==> src/rtl/simd_wb_queue.sv <==
// Writeback queue for the SIMD integer unit: tracks each issued op's tag for LAT
// cycles, captures the untagged result on its return cycle into a small FIFO, and
// stalls issue so that a returning result always finds a free slot.
module simd_wb_queue #(
   parameter int DEPTH = 4,
   parameter int LAT   = 2,
   parameter int TAGW  = 9,
   parameter int WIDTH = 68
) (
   input  logic                     clk,
   input  logic                     rst,
   input  logic                     in_en,
   input  logic [TAGW-1:0]          in_tag,
   input  logic                     flush,
   input  logic [WIDTH-1:0]         simd_res,
   output logic                     issue_stall,
   output logic                     wb_valid,
   output logic [WIDTH-1:0]         wb_data,
   output logic [TAGW-1:0]          wb_tag,
   input  logic                     wb_ready,
   output logic                     ovf_err,
   output logic [$clog2(DEPTH):0]   occ
);

   localparam int AW = $clog2(DEPTH);
   localparam int OW = AW + 1;
   // Wide enough for occ + inflight, which can reach DEPTH + LAT.
   localparam int SW = $clog2(DEPTH + LAT + 1);

   logic [LAT-1:0]   pipe_vld;
   logic [TAGW-1:0]  pipe_tag [LAT];
   logic [WIDTH-1:0] data_mem [DEPTH];
   logic [TAGW-1:0]  tag_mem  [DEPTH];
   logic [AW-1:0]    wr_ptr;
   logic [AW-1:0]    rd_ptr;
   logic [OW-1:0]    occ_q;
   logic             ovf_q;
   logic [SW-1:0]    inflight;
   logic [SW-1:0]    load;
   logic             issue_ok;
   logic             push;
   logic             pop;

   // Count ops still travelling through the SIMD unit.
   always_comb begin
      // NOTE: assigning a default before the loop keeps this purely combinational;
      // any path that leaves a variable unassigned in always_comb infers a latch.
      inflight = '0;
      for (int i = 0; i < LAT; i++) begin
         inflight = inflight + SW'(pipe_vld[i]);
      end
   end

   // Stall looks only at registered state, so it is one cycle conservative on pops.
   assign load        = SW'(occ_q) + inflight;
   assign issue_stall = (load >= SW'(DEPTH));

   assign issue_ok = in_en & ~issue_stall & ~flush;
   assign push     = pipe_vld[LAT-1] & ~flush;
   assign wb_valid = (occ_q != '0);
   assign pop      = wb_valid & wb_ready & ~flush;

   // Tag shift register mirroring the unit's fixed latency.
   always_ff @(posedge clk or negedge rst) begin
      // NOTE: all state here uses non-blocking assignment so every stage reads the
      // previous cycle's value of its neighbour, giving a true shift register.
      if (!rst) begin
         pipe_vld <= '0;
         for (int i = 0; i < LAT; i++) begin
            pipe_tag[i] <= '0;
         end
      end else begin
         pipe_vld[0] <= issue_ok;
         pipe_tag[0] <= in_tag;
         for (int i = 1; i < LAT; i++) begin
            pipe_vld[i] <= pipe_vld[i-1] & ~flush;
            pipe_tag[i] <= pipe_tag[i-1];
         end
      end
   end

   // Result storage, written on the return cycle of a tracked op.
   always_ff @(posedge clk) begin
      // NOTE: the storage array is deliberately not reset; entries are only ever
      // observed through wb_valid, so clearing it would buy nothing.
      if (push) begin
         data_mem[wr_ptr] <= simd_res;
         tag_mem[wr_ptr]  <= pipe_tag[LAT-1];
      end
   end

   // FIFO pointers and occupancy counter; occ is kept independently of the pointers.
   always_ff @(posedge clk or negedge rst) begin
      if (!rst) begin
         wr_ptr <= '0;
         rd_ptr <= '0;
         occ_q  <= '0;
      end else if (flush) begin
         wr_ptr <= '0;
         rd_ptr <= '0;
         occ_q  <= '0;
      end else begin
         if (push) begin
            wr_ptr <= wr_ptr + AW'(1);
         end
         if (pop) begin
            rd_ptr <= rd_ptr + AW'(1);
         end
         case ({push, pop})
            2'b10:   occ_q <= occ_q + OW'(1);
            2'b01:   occ_q <= occ_q - OW'(1);
            default: occ_q <= occ_q;
         endcase
      end
   end

   // Sticky flag for an issue attempted against the stall; only reset clears it.
   always_ff @(posedge clk or negedge rst) begin
      if (!rst) begin
         ovf_q <= 1'b0;
      end else if (in_en && issue_stall) begin
         ovf_q <= 1'b1;
      end
   end

   assign wb_data = wb_valid ? data_mem[rd_ptr] : '0;
   assign wb_tag  = wb_valid ? tag_mem[rd_ptr]  : '0;
   assign ovf_err = ovf_q;
   assign occ     = occ_q;

endmodule

==> config.mk <==
export PLATFORM = sky130hd
export DESIGN_NAME = simd_wb_queue
export DESIGN_NICKNAME = d
export VERILOG_FILES = /design/src/rtl/simd_wb_queue.sv
export SDC_FILE = /design/constraint.sdc
export NUM_CORES = 1
export LEC_CHECK = 0
export ABC_AREA = 1
export BUFFER_PORTS_ARGS = -buffer_cell sky130_fd_sc_hd__buf_4
export CAP_MARGIN = 10
export CORE_MARGIN = 2
export CORE_UTILIZATION = 39
export DETAILED_ROUTE_END_ITERATION = 12
export PLACE_DENSITY_LB_ADDON = 0.25
export SLEW_MARGIN = 10
export SYNTH_ARGS = -nofsm -noshare
export SYNTH_HDL_FRONTEND = slang
export SYNTH_SLANG_ARGS = --single-unit
==> constraint.sdc <==
create_clock -name clk -period 7.74 [get_ports clk]
set_input_delay 0.774 -clock clk [delete_from_list [all_inputs] [get_ports clk]]
set_output_delay 0.774 -clock clk [all_outputs]
set_load 0.005 [all_outputs]
==> summary.md <==
| Metric | Value |
|---|---|
| Status | finished clean |
| GP Congestion | 0.719 |
| Share of the synthesized area in the top cell type | 70.9% |
| Area Overhead vs Synth | 19.4% |
| Required time worst endpoint | approximately 7.0 ns |
| Min-delay worst type | input port to asynchronous set/reset pin |
| DR vias | 8,025 |
| Crit. Startpoint | rd_ptr[0]$_DFFE_PN0P_ |
| Critical-path cell list | inv_4 -> buf_4 -> o21ai_0 -> a21oi_1 -> buf_4 |
| Clk pin slew, worst setup/hold paths | 0.06 ns |
| Net count, final | 1,243 |
| GRT overflow | 0 |
| TritonCTS clock tree | yes |
| Cell Pwr Density | 242 mW/mm^2 |
| Die Area | about 0.035 mm^2 |
| Max cap viols | 0 |
| Leak Pwr | 5.63 nW |
| EDFF count, synth | 308 |
| Worst relative slew slack | 23.8% |
| Resize count post-CTS | 0 |
| Main synth FF type | edfxtp_1 |
| Critical path endpoint category | primary output |
| Top cells by area, synth | edfxtp_1, nor2_1, o21ai_0 |
| Die width | 187 um |
| Dpl hpwl | 15,900 um |
| Worst reg-to-reg setup slack | 4.93 ns |
| Root buf cell | clkbuf_16 |
| Clock Sinks | 336 |
| Register area share after synthesis | around 76% |
| Worst-Margin Slew | 1.14 ns |
| RSZ-0062 raised after global routing | no |
| Most common cell in the synthesized netlist | nor2_1 |
| Core Rows | 66 |
| H-tree Lvls | 2 |
| Post-Syn Area | 0.0130 mm^2 |
| # diodes | 0 |
| Critical Path Max Stage Delay | 0.74 ns |
| Yosys cell types | 28 |
| Clk_skew | 0.00681 ns |
| GR Util met1 | 23.0% |
| Fraction of layout cells with a size suffix above 1 | 19.8% |
| CP Launch Type | register |
| Initial antenna violation count | 0 |
| DRT Wirelength | 29,200 um |
| Via density | 4.95 |
| FF+latch count, synth | 336 |
| Met3 GRT Util | 3.21% |
| Post-DR wirelength/cell | approximately 18 um |
| Pin count of the biggest net entering global routing | 94 |
| Fin crit share | 54.5% |
| R2r worst-path depth | 3 |
| FF-to-FF Start | pipe_vld[1]$_DFF_PN0_ |
| Maximum VDD drop | 186 uV |
| Internal Power | around 3 mW |
| Reg2reg end | data_mem[1][48]$_DFFE_PP_ |
| Setup Fix Bufs, Post-CTS | 0 |
| GRT Util Overall | between 15 and 20% |
| Async set or reset register ratio after synthesis | 8.33% |
| Final Critical Period | 4.22 ns |
| Vias in the first global route | between 7,000 and 8,000 |
| Synth warn | 0 |
| Ports | 165 |
| Die Y | 187 um |
| Grt met2 use | 26.8% |
| Antenna-violating nets left | 0 |
| Setup TNS | 0 ns |
| Wire length of the first global-routing pass | 45,400 um |
| TritonCTS buffer count | 36 |
| Post-synth top area cell | edfxtp_1 |
| Flop pwr share | 53.6% |
| Avg Cell Area, Syn | 13.0 um^2 |
| Port bufs | 164 |
| Clock power frac | about two fifths |
| Net load switching power | 0.791 mW |
| Final Hold Viols | 0 |
| Post-CTS Hold Fix Bufs | 0 |
| Critical Setup Path Class | register to primary output |
| Logic pwr share | 6.2% |
| Synth top cells by count | nor2_1, edfxtp_1, o21ai_0 |
| Switching part of the total | a little over a fifth |
| Later-pin clock latency in the skew report | a little under 0.5 ns |
| Initial Utilization | 39.9% |
| Max Fclk | 0.237 GHz |
| DRC viols | 0 |
| Drt first pass iters | 5 |
| WP data arrival | 3.44 ns |
| Final Max Tran Viols | 0 |
| Final setup fails | 0 |
| Core footprint | 0.0327 mm^2 |
| Post-layout util | between 40% and 50% |
| Synth Net Count | 1,089 |
| Most frequent CP cell | buf_4 |
| CP Max Fanout | 86 |
| DR iter-0 viols | 676 |
| Max clock buf depth | 3 |
| GRT busiest layer | met2 |
| CP max-delay cell | dfrtp_4 |
| Post-Synthesis Cells | 1,001 |
metal layers:
layer / share of wire [%] / vias to the layer above
met5: 0 / -
met4: 1.9 / 0
met3: 6.2 / 45
met2: 47 / 256
met1: 45 / 3891
li1: - / 3833
power by group through the flow:
stage / logic [mW] / registers, mW / clock network, mW
2_1_floorplan: 0.119 / 2.05 / 0
3_3_place_gp: 0.233 / 2.06 / 0
3_5_place_dp: 0.236 / 2.06 / 0
4_1_cts: 0.237 / 2.02 / 1.56
5_1_grt: 0.259 / 2.02 / 1.63
6_report: 0.232 / 2.02 / 1.51
worst max-delay path: cells and delay by family, from the launching register on:
kind	cells	cell delay, ns
flip-flops	1	0.74
buffers and inverters	3	1.50
AO/OA/AOI/OAI	2	0.52
worst max path at each step:
stage          slack, ns                       end  cells past startpoint
2_1_floorplan       2.96  data_mem[0][0]$_DFFE_PP_                      3
3_3_place_gp        4.10               wb_data[30]                      5
3_5_place_dp        4.08               wb_data[30]                      5
4_1_cts             3.53               wb_data[30]                      5
5_1_grt             3.29               wb_data[30]                      5
6_report            3.52               wb_data[30]                      5
cells by family after synthesis:
kind of cell	count (synthesis)	synth area share, %
compound gates	237	9.16
fa+ha+maj	6	0.633
simple gates	346	10.2
xor+xnor	1	0.0672
flops	336	76.3
buf+inv	75	3.61
cells in the final DEF (no fill, tap or decap), drive strengths merged:
master / netlist / final
nand4: 3 / 3
clkbuf: 20 / 46
a21oi: 80 / 80
clkinv: 0 / 15
and2: 1 / 1
fa: 1 / 1
inv: 16 / 16
nand2: 22 / 22
xnor2: 1 / 1
nor2: 316 / 316
buf: 39 / 175
dfrtp: 28 / 28
a31o: 1 / 1
edfxtp: 308 / 308
nand3: 4 / 4
o21ai: 156 / 156
ha: 5 / 5
flip-flops by register name, indices dropped and copies added, names as in the netlist:
signal	cells
rd_ptr	2
data_mem	272
pipe_vld	2
tag_mem	36
occ	3
ovf_err	1
wr_ptr	2
pipe_tag	18
cell type report:
cell class | count | area (um^2)
tap | 442 | 553
timing repair buffer | 175 | 1310
clock inverter | 15 | 62.6
inverter | 16 | 62.6
sequential | 336 | 9960
fill | 2915 | 17100
clock buffer | 46 | 970
multi-input combinational | 590 | 2650
through the flow:
step                      setup slack, ns  total power [mW]  area, um^2  cells  hold WS (ns)
after global routing                 3.29              3.91       15600   1620         0.214
after floorplan                      2.96              2.17       13000   1001         0.331
after CTS                            3.53              3.81       15600   1620         0.201
after detailed placement             4.08              2.29       14500   1559         0.335
final                                3.52              3.76       15600   1620         0.203
after global placement               4.10              2.29       14500   1559         0.334
(Power assumes the default switching activity.)
